## config.mk

```make
export PLATFORM = sky130hd
export DESIGN_NAME = ifetch
export DESIGN_NICKNAME = d
export VERILOG_FILES = /design/src/rtl/ifetch.sv
export SDC_FILE = /design/constraint.sdc
export NUM_CORES = 1
export LEC_CHECK = 0
export ABC_AREA = 1
export BUFFER_PORTS_ARGS = -buffer_cell sky130_fd_sc_hd__buf_2
export CAP_MARGIN = 20
export CORE_MARGIN = 5
export CORE_UTILIZATION = 40
export CTS_CLUSTER_DIAMETER = 100
export CTS_CLUSTER_SIZE = 30
export DETAILED_ROUTE_END_ITERATION = 16
export PLACE_DENSITY = 0.68
export SYNTH_ARGS = -nofsm -noshare
export SYNTH_HDL_FRONTEND = slang
export SYNTH_SLANG_ARGS = --single-unit
```

## constraint.sdc

```tcl
create_clock -name clk -period 5.07 [get_ports clk]
set_clock_uncertainty 0.2 [all_clocks]
set_input_delay 0.2535 -clock clk [delete_from_list [all_inputs] [get_ports clk]]
set_output_delay 0.2535 -clock clk [all_outputs]
set_load 0.03 [all_outputs]
```

## src/rtl/ifetch.sv

```systemverilog
// rtl/ifetch.sv - instruction fetch: PC, ROM request throttling, PC-tagged show-ahead buffer, redirect flush
// Optional perf counters (perf_fetched, perf_stall) are built when IFETCH_PERF_CNT_EN is defined.
module ifetch #(
  parameter int          DWIDTH     = 16,
  parameter int          AWIDTH     = 16,
  parameter int          FIFO_DEPTH = 4,
  parameter int unsigned RESET_PC   = 0
) (
  input  logic              clk,
  input  logic              rst_n,
  input  logic              en,
  output logic [AWIDTH-1:0] rom_addr,
  output logic              rom_ready,
  input  logic [DWIDTH-1:0] rom_dout,
  input  logic              rom_valid,
  input  logic              redirect,
  input  logic [AWIDTH-1:0] redirect_pc,
  output logic [DWIDTH-1:0] inst,
  output logic [AWIDTH-1:0] inst_pc,
  output logic              inst_valid,
  input  logic              inst_ready
`ifdef IFETCH_PERF_CNT_EN
  ,
  output logic [31:0]       perf_fetched,
  output logic [31:0]       perf_stall
`endif
);

  localparam int PW = $clog2(FIFO_DEPTH);
  localparam int CW = PW + 1;

  logic [AWIDTH-1:0] r_pc;
  logic [AWIDTH-1:0] r_inflight_pc;
  logic              r_inflight;
  logic [DWIDTH-1:0] r_fifo_data [FIFO_DEPTH];
  logic [AWIDTH-1:0] r_fifo_pc   [FIFO_DEPTH];
  logic [PW-1:0]     r_wptr;
  logic [PW-1:0]     r_rptr;
  logic [CW-1:0]     r_count;

  logic [CW-1:0]     w_occupancy;
  logic              w_issue;
  logic              w_push;
  logic              w_pop;

  // A same-cycle pop is not credited, so an issued word always has a free slot.
  assign w_occupancy = r_count + CW'(r_inflight);
  assign w_issue     = rst_n && en && !redirect && (w_occupancy < CW'(FIFO_DEPTH));
  assign w_push      = rom_valid && r_inflight && !redirect;
  assign w_pop       = inst_valid && inst_ready && !redirect;

  assign rom_addr    = r_pc;
  assign rom_ready   = w_issue;
  assign inst_valid  = (r_count != '0);
  assign inst        = inst_valid ? r_fifo_data[r_rptr] : '0;
  assign inst_pc     = inst_valid ? r_fifo_pc[r_rptr]   : '0;

  always_ff @(posedge clk or negedge rst_n) begin
    if (!rst_n) begin
      r_pc          <= AWIDTH'(RESET_PC);
      r_inflight    <= 1'b0;
      r_inflight_pc <= '0;
      r_wptr        <= '0;
      r_rptr        <= '0;
      r_count       <= '0;
    end else if (redirect) begin
      r_pc       <= redirect_pc;
      r_inflight <= 1'b0;
      r_wptr     <= '0;
      r_rptr     <= '0;
      r_count    <= '0;
    end else begin
      if (w_issue) begin
        r_inflight    <= 1'b1;
        r_inflight_pc <= r_pc;
        r_pc          <= r_pc + AWIDTH'(1);
      end else if (rom_valid) begin
        r_inflight <= 1'b0;
      end
      if (w_push) r_wptr <= r_wptr + PW'(1);
      if (w_pop)  r_rptr <= r_rptr + PW'(1);
      case ({w_push, w_pop})
        2'b10:   r_count <= r_count + CW'(1);
        2'b01:   r_count <= r_count - CW'(1);
        default: r_count <= r_count;
      endcase
    end
  end

  always_ff @(posedge clk) begin
    if (w_push) begin
      r_fifo_data[r_wptr] <= rom_dout;
      r_fifo_pc[r_wptr]   <= r_inflight_pc;
    end
  end

`ifdef IFETCH_PERF_CNT_EN
  logic [31:0] r_perf_fetched;
  logic [31:0] r_perf_stall;

  always_ff @(posedge clk or negedge rst_n) begin
    if (!rst_n) begin
      r_perf_fetched <= '0;
      r_perf_stall   <= '0;
    end else begin
      if (w_push) r_perf_fetched <= r_perf_fetched + 32'd1;
      if (en && !rom_ready && !redirect) r_perf_stall <= r_perf_stall + 32'd1;
    end
  end

  assign perf_fetched = r_perf_fetched;
  assign perf_stall   = r_perf_stall;
`endif

  // An unsolicited response is dropped by w_push; flag it in simulation.
  assert property (@(posedge clk) disable iff (!rst_n) !(rom_valid && !r_inflight));

endmodule

```

# Yosys cells after proc, flatten, opt, wreduce, memory -nomap -nowiden
# Memories as Yosys holds them, arrays and structs flattened.
# Index checks and enable logic that the tools add are counted.
# word_totals
reg_bits,40
ram_bits,128
in_bits,38
out_inout_bits,50
n_memories,2
# memory_table
memory,depth,word_bits,read_ports,rd_ports_with_merged_regs,wr,line_no,source
r_fifo_data,4,16,1,0,1,35,logic [DWIDTH-1:0] r_fifo_data [FIFO_DEPTH];
r_fifo_pc,4,16,1,0,1,36,logic [AWIDTH-1:0] r_fifo_pc [FIFO_DEPTH];
# op_classes
add_sub_neg,6
magnitude_cmp,1
n_eq_ne,2
n_mux,15
n_bitwise,1
n_reduce_logical,15
# ops
cell,count
16-bit 2-to-1 mux,4
16-bit by 1-bit adder with 16-bit output (second input constant),1
3-bit nonzero test,3
2-bit 2-to-1 mux,4
1-bit logical AND,7
3-bit one-hot mux with 2 select lines,1
2-bit nonzero test,3
1-bit 2-to-1 mux,5
2-bit by 1-bit adder with 2-bit output (second input constant),2
3-bit by 1-bit adder with 3-bit output,1
3-bit by 1-bit adder with 3-bit output (second input constant),1
3-bit < comparator (second input constant),1
3-bit 2-to-1 mux,1
3-bit by 1-bit subtractor with 3-bit output (second input constant),1
2-bit by 1-bit equality test with 1-bit output (second input constant),1
2-bit equality test (second input constant),1
2-bit AND reduction,1
1-bit logical NOT,1
1-bit NOT,1

# Logic depth before layout (Yosys ltp)
# Gate-level depths: netlist of the first run.
# logic_depth
depth_word,6
mapped_depth,11

# Worst setup path before layout of the first run
# Ideal clock, no wire load.
# synth_path
path_kind,reg-to-reg
start,register r_wptr[0]
end,memory r_fifo_data[2][0] (enable)
arrival_time_ns,2.007
required_time_ns,4.449
slack_ns,2.442
path_stages_with_launch,5
cell_sequence,dfrtp_1 -> inv_1 -> ha_1 -> inv_1 -> nor2_1
# synth_lines
element,line_no,source
"start, declared",37,logic [PW-1:0] r_wptr;
"start signal, assigned",80,if (w_push) r_wptr <= r_wptr + PW'(1);
"end, declared",35,
# No word-level cell before the write port.

# Worst setup path in the final report of the first run
# layout_path
start,register r_rptr[0]
end,output inst_pc[5]
# layout_via
elab_chain_cells,2
# layout_lines
element,line_no,source
"start, declared",38,logic [PW-1:0] r_rptr;
"start signal, assigned",81,if (w_pop) r_rptr <= r_rptr + PW'(1);
memory read 4 x 16 bit,-,
16-bit 2-to-1 mux,56,assign inst_pc = inst_valid ? r_fifo_pc[r_rptr] : '0;
"end, declared",19,"output logic [AWIDTH-1:0] inst_pc,"
# No other way between the ends.

==> results of run 1 <==
-- timing repair --
| item | CTS | global route |
|---|---|---|
| buffers inserted | 0 | 0 |
| hold buffers | 35 | 0 |
| gates resized for setup | 0 | 0 |
| endpoints found under the hold margin | 123 | 0 |
-- flip-flops by register name, summed over array words and instances, names as in the netlist --
| register | count |
|---|---|
| r_fifo_data | 64 |
| r_fifo_pc | 64 |
| r_inflight_pc | 16 |
| rom_addr | 16 |
| r_count | 3 |
| r_rptr | 2 |
| r_wptr | 2 |
| r_inflight | 1 |
-- how the worst min path moves through the flow --
stage	startpoint	to	slack, ns	cells past startpoint
detailed placement	rst_n	rom_addr[0]$_DFFE_PN0P_	0.16	2
finish	redirect	r_rptr[1]$_DFFE_PN0P_	0.06	2
CTS	redirect	r_rptr[1]$_DFFE_PN0P_	0.04	2
floorplan	rst_n	r_count[0]$_DFFE_PN0P_	-0.24	0
global placement	rst_n	rom_addr[0]$_DFFE_PN0P_	0.15	2
global route	redirect	r_rptr[1]$_DFFE_PN0P_	0.06	2
-- logic make-up (layout without fill, tap and decap cells) --
logic type,Yosys count,after routing,share of synthesized area (%)
AO/OA/AOI/OAI,116,116,8.251
AND/OR/NAND/NOR,315,315,18.38
flip-flops,168,168,67.26
buffers and inverters,65,194,4.239
adder cells (fa/ha/maj),6,6,1.146
XOR/XNOR,6,6,0.7295
-- worst max-delay path, delay by kind of cell, from the launching register on --
family                 cells  cell delay, ns
AO/OA/AOI/OAI              2            0.50
buffers and inverters      3            1.44
flip-flops                 1            0.39
-- per-layer routing --
layer	vias up	routed length [um]
met1	2334	7399
li1	2531	-
met5	-	0
met2	128	7442
met3	11	970
met4	0	90
-- metrics by stage --
stage / cells / power [mW]
floorplan: 676 / 1.978
global placement: 965 / 2.135
detailed placement: 965 / 2.142
CTS: 1031 / 3.442
global route: 1034 / 3.563
finish: 1034 / 3.415
-- layout by cell type, fill, tap and decap left out, drive strengths merged, types with 4 or more instances in the layout --
| cell type | count |
|---|---|
| a21oi | 34 |
| buf | 95 |
| clkbuf | 19 |
| clkinvlp | 4 |
| dfrtp | 40 |
| dlygate4sd3 | 35 |
| edfxtp | 128 |
| ha | 5 |
| inv | 35 |
| nand2 | 117 |
| nand3 | 39 |
| nand4 | 7 |
| nor2 | 152 |
| o21ai | 78 |
| xor2 | 5 |
-- power by group through the flow --
stage / sequential (mW) / combinational (mW) / clock, mW
6_report: 1.63 / 0.505 / 1.28
5_1_grt: 1.64 / 0.561 / 1.37
4_1_cts: 1.63 / 0.513 / 1.30
3_5_place_dp: 1.65 / 0.489 / 0
3_3_place_gp: 1.65 / 0.484 / 0
2_1_floorplan: 1.66 / 0.317 / 0
-- cell usage after synthesis (all sizes together) (3+ instances only) --
cell,n
a21oi,34
buf,22
clkbuf,10
dfrtp,40
edfxtp,128
ha,5
inv,33
nand2,117
nand3,39
nand4,7
nor2,152
o21ai,78
o21bai,3
xor2,5
-- area by class of cell --
type | instances | area [um^2]
well taps | 229 | 286.5
fillers | 1593 | 9016
flip-flops and latches | 168 | 4846
multi-input cells | 443 | 2083
repair buffers | 130 | 898.4
inverters | 33 | 126.4
clock buffers | 19 | 432.9
clock inverters | 12 | 151.4
==> impl_metrics.py, run 1 <==
metrics = {
    "clocking": {
        "cts_tree": "done",
        "clock_sinks": 168,
        "clkTransAtPathRegs_ns": 0.06,
        "cts-root-buf": "clkbuf_16",
        "clkLatencyLatePin_ns": 0.42,
        "cts-htree-levels": 4,
        "clockBufferDepth": 2,
        "cts_buffers": 17,
    },
    "route": {
        "vias": 5004,
        "postRouteAntennaNets": 0,
        "totalWireLength_mm": 15.90,
        "first_iter_violations": 297,
        "drt-wirelength-per-cell_um": 15.38,
        "vias_per_cell": 4.839,
        "firstDrtPassIters": 4,
        "drc": 0,
    },
    "layout": {
        "postLayoutCoreUtil_pct": 49.46,
        "fin_area_um2": 8825,
        "final_layout_size_suffix_gt1_share_pct": 18.39,
        "syn2layout_area_growth_pct": 22.51,
        "antennaDiodeCount": 0,
        "fin_nets": 837,
    },
    "critical_path": {
        "arrival_ns": 2.77,
        "worstSetupStartpointType": "flop",
        "r2r_slack_ns": 2.65,
        "critPathMaxStageDelay_ns": 0.84,
        "critPathRequiredTime_ns": 4.62,
        "endpoint_kind": "primary output",
        "r2r-start": "r_rptr[0]$_DFFE_PN0P_",
        "path_max_fanout": 67,
        "path_class": "flop to primary output",
        "cpMaxStageDelayCell": "inv_2",
        "path_cells": "buf_4 > inv_2 > o21ai_0 > a21oi_1 > buf_2",
        "rr_endpoint": "r_rptr[1]$_DFFE_PN0P_",
        "cp-endpoint": "inst_pc[5]",
        "reg2reg_depth": 5,
        "crit_start": "r_rptr[0]$_DFFE_PN0P_",
    },
    "grt": {
        "antenna_found_initial": 0,
        "gr-total-overflow": 0,
        "grt_pass1_wl_mm": 25.36,
        "grt_start_max_net_pins": 68,
        "grt-busiest-layer": "met2",
        "use_met2_pct": 25.62,
        "use_met1_pct": 21.50,
        "grt_pass1_vias": 4895,
        "grt_use_total_pct": 15.83,
        "gr-usage-met3_pct": 4.431,
    },
    "yosys": {
        "seq_area_frac_synth_pct": 67.26,
        "ys.warnings.count": 0,
        "syn_area_per_cell_um2": 10.66,
        "yosys-top-cells-area": "edfxtp_1 (53%), dfrtp_1 (14%), nor2_1 (7.6%)",
        "ys_async_sr_fraction_pct": 23.81,
        "synth.cell_area_um2": 7203,
        "yosysTopAreaCellShare_pct": 53.36,
        "ys_types": 29,
        "ys_ff_latch": 168,
        "synth_edf_count": 128,
        "synth_area_leader_cell": "edfxtp_1",
        "synth_fp_nets": 720,
        "postSynthCellCount": 676,
        "dominantRegCellSynth": "edfxtp_1",
    },
    "die": {
        "row_count": 49,
        "die_h_um": 144.2,
        "start_util_pct": 40.37,
        "num_io_pins": 88,
        "die_x_um": 144.2,
        "dieArea_um2": 20790,
        "core_um2": 17840,
    },
    "timing": {
        "hold_ws_ns": 0.05643,
        "finalSetupViolations": 0,
        "slew_violations": 0,
        "rsz0062_at_grt": "false",
        "finalHoldViolations": 0,
        "fmax_mhz": 310.6,
        "post-route-period-util_pct": 63.50,
        "final.min_clock_period_ns": 3.219,
        "worst_pin_slew_ns": 1.028,
        "worst_slack_ns": 1.851,
        "tns_ns": 0,
        "relSlewSlack_pct": 31.30,
    },
    "power_and_ir_drop": {
        "p_int_mw": 2.480,
        "ir_drop_mv": 0.2513,
        "power.switching_mw": 0.9353,
        "seq_power_share_pct": 47.6,
        "clkPwrFrac_pct": 37.6,
        "p_leak_nw": 3.538,
        "power_density_nw_per_um2": 387.0,
        "comb_power_share_pct": 14.8,
        "p_sw_share_pct": 27.38,
    },
    "placement": {
        "port_buffers": 87,
        "hpwl_mm": 9.139,
        "placed_area_um2": 7815,
        "place_ws_ns": 2.254,
        "place.gp.congestion": 0.7972,
    },
    "status": {
        "status": "finished, final reports clean",
    },
    "job": {
        "cap_violations": 0,
    },
    "worst_hold_path": {
        "hold_path_class": "input pin to flop",
    },
}
(Power assumes the default switching activity.)
==> run 2, diff against run 1 <==
==> constraint.sdc (replaced) <==
create_clock -name clk -period 3.2 [get_ports clk]
set_clock_uncertainty 0.2 [all_clocks]
set_input_delay 0.16 -clock clk [delete_from_list [all_inputs] [get_ports clk]]
set_output_delay 0.16 -clock clk [all_outputs]
set_load 0.03 [all_outputs]
==> impl_metrics.py, run 2 (synthesized netlist as in run 1, its figures left out) <==
metrics = {
    "critical_path": {
        "path_cells": "buf_4 > nor2_1 > nor2_1 > o21ai_0 > a21oi_1 > buf_2",
        "path_class": "flop to primary output",
        "worstSetupStartpointType": "flop",
        "endpoint_kind": "primary output",
        "path_common_cell": "nor2_1",
        "critPathRequiredTime_ns": 2.84,
        "path_max_fanout": 64,
        "cpMaxStageDelayCell": "buf_4",
        "critPathMaxStageDelay_ns": 0.56,
        "arrival_ns": 2.17,
    },
    "route": {
        "first_iter_violations": 361,
        "vias": 5224,
        "totalWireLength_mm": 16.11,
        "firstDrtPassIters": 5,
        "postRouteAntennaNets": 0,
        "vias_per_cell": 4.966,
        "drt-wirelength-per-cell_um": 15.31,
        "drc": 0,
    },
    "placement": {
        "hpwl_mm": 9.502,
        "port_buffers": 87,
        "place.gp.congestion": 0.8223,
    },
    "job": {
        "cap_violations": 0,
    },
    "grt": {
        "grt_pass1_wl_mm": 25.70,
        "gr-total-overflow": 0,
        "grt_use_total_pct": 16.01,
        "antenna_found_initial": 0,
        "grt_start_max_net_pins": 65,
        "grt_pass1_vias": 5063,
    },
    "timing": {
        "tns_ns": 0,
        "finalHoldViolations": 0,
        "post-route-period-util_pct": 79.19,
        "fmax_mhz": 394.6,
        "rsz0062_at_grt": "false",
        "slew_violations": 0,
        "relSlewSlack_pct": 53.29,
        "finalSetupViolations": 0,
        "worst_pin_slew_ns": 0.7007,
        "final.min_clock_period_ns": 2.534,
    },
    "power_and_ir_drop": {
        "p_int_mw": 4.120,
        "power.switching_mw": 1.520,
        "comb_power_share_pct": 14.6,
        "seq_power_share_pct": 45.6,
        "p_sw_share_pct": 26.95,
        "power_density_nw_per_um2": 627.0,
        "total_power_mw": 5.641,
        "ir_drop_mv": 0.3924,
        "p_leak_nw": 3.623,
        "clkPwrFrac_pct": 39.7,
    },
    "clocking": {
        "clockBufferDepth": 2,
        "cts_tree": "done",
        "cts_resized": 0,
        "clkLatencyLatePin_ns": 0.42,
        "cts_buffers": 17,
        "clkTransAtPathRegs_ns": 0.06,
        "clock_sinks": 168,
        "cts-htree-levels": 4,
        "cts_setup_buffers": 0,
        "cts_hold_buf": 48,
        "cts-root-buf": "clkbuf_16",
    },
    "layout": {
        "final_layout_size_suffix_gt1_share_pct": 18.83,
        "final_cell_mix": "nor2_1 (141), edfxtp_1 (128), nand2_1 (111), buf_2 (87), o21ai_0 (66)",
        "layout.cells.most_common": "nor2_1",
        "syn2layout_area_growth_pct": 24.89,
        "antennaDiodeCount": 0,
        "fin_nets": 854,
        "reg.largest.list": "r_fifo_data (64), r_fifo_pc (64)",
    },
    "die": {
        "die_x_um": 144.2,
        "num_io_pins": 88,
        "core_um2": 17840,
        "start_util_pct": 40.37,
        "row_count": 49,
        "die_h_um": 144.2,
        "dieArea_um2": 20790,
    },
    "status": {
        "status": "finished, final reports clean",
    },
    "worst_hold_path": {
        "hold_path_class": "input pin to asynchronous set/reset pin",
    },
}
-- run 2: per-stage QoR --
step                cell area [um^2]  worst slack (ns)  hold slack (ns)  utilization, %  instances
floorplan                       7203            0.5717          -0.3356               -        676
global placement                7868            0.9973           0.1234           44.10        972
detailed placement              7868            0.8702           0.1257           44.10        972
CTS                             8996            0.6097           0.2002           50.42       1052
global route                    8996            0.4660           0.2719           50.42       1052
finish                          8996            0.6658           0.1912           50.42       1052
-- run 2: final cells by class --
| class | instances | area (um^2) |
|---|---|---|
| inverters | 33 | 126.4 |
| clock buffers | 18 | 429.2 |
| flip-flops and latches | 168 | 4846 |
| multi-input cells | 443 | 2083 |
| fillers | 1593 | 8845 |
| repair buffers | 147 | 1006 |
| clock inverters | 14 | 219.0 |
| well taps | 229 | 286.5 |
-- run 2: layer usage --
metal | part of all wire, % | vias up | track usage [%]
met5 | 0 | - | 0
met4 | 1.0 | 0 | 4.713
met3 | 6.8 | 14 | 4.034
met2 | 49 | 165 | 26.87
met1 | 43 | 2478 | 20.65
li1 | - | 2567 | -
-- run 2: worst paths after layout --
kind,from,end,slack [ns],depth (start not counted)
min,rst_n,rom_addr[1]$_DFFE_PN0P_,0.19,3
max in group asynchronous,rst_n,r_rptr[0]$_DFFE_PN0P_,2.21,3
min in group clk,en,r_inflight_pc[13]$_DFFE_PN0P_,0.24,5
max reg2reg,r_count[2]$_DFFE_PN0P_,r_count[2]$_DFFE_PN0P_,1.14,10
max,r_rptr[0]$_DFFE_PN0P_,inst_pc[5],0.67,6
min reg2reg,r_inflight_pc[3]$_DFFE_PN0P_,r_fifo_pc[0][3]$_DFFE_PP_,0.32,0
-- run 2: critical path: cells and delay by family (launching register included) --
kind	cells	cell delay, ns
AOI/OAI and AO/OA	2	0.33
buffers and inverters	2	0.81
DFF	1	0.37
and+or+nand+nor	2	0.21
-- run 2: power by group through the flow --
stage / Sequential [mW] / Combinational (mW) / Clock, mW
after floorplan: 2.63 / 0.503 / 0
after global placement: 2.61 / 0.775 / 0
after detailed placement: 2.62 / 0.785 / 0
after CTS: 2.57 / 0.835 / 2.28
after global routing: 2.59 / 0.911 / 2.37
final: 2.57 / 0.826 / 2.24
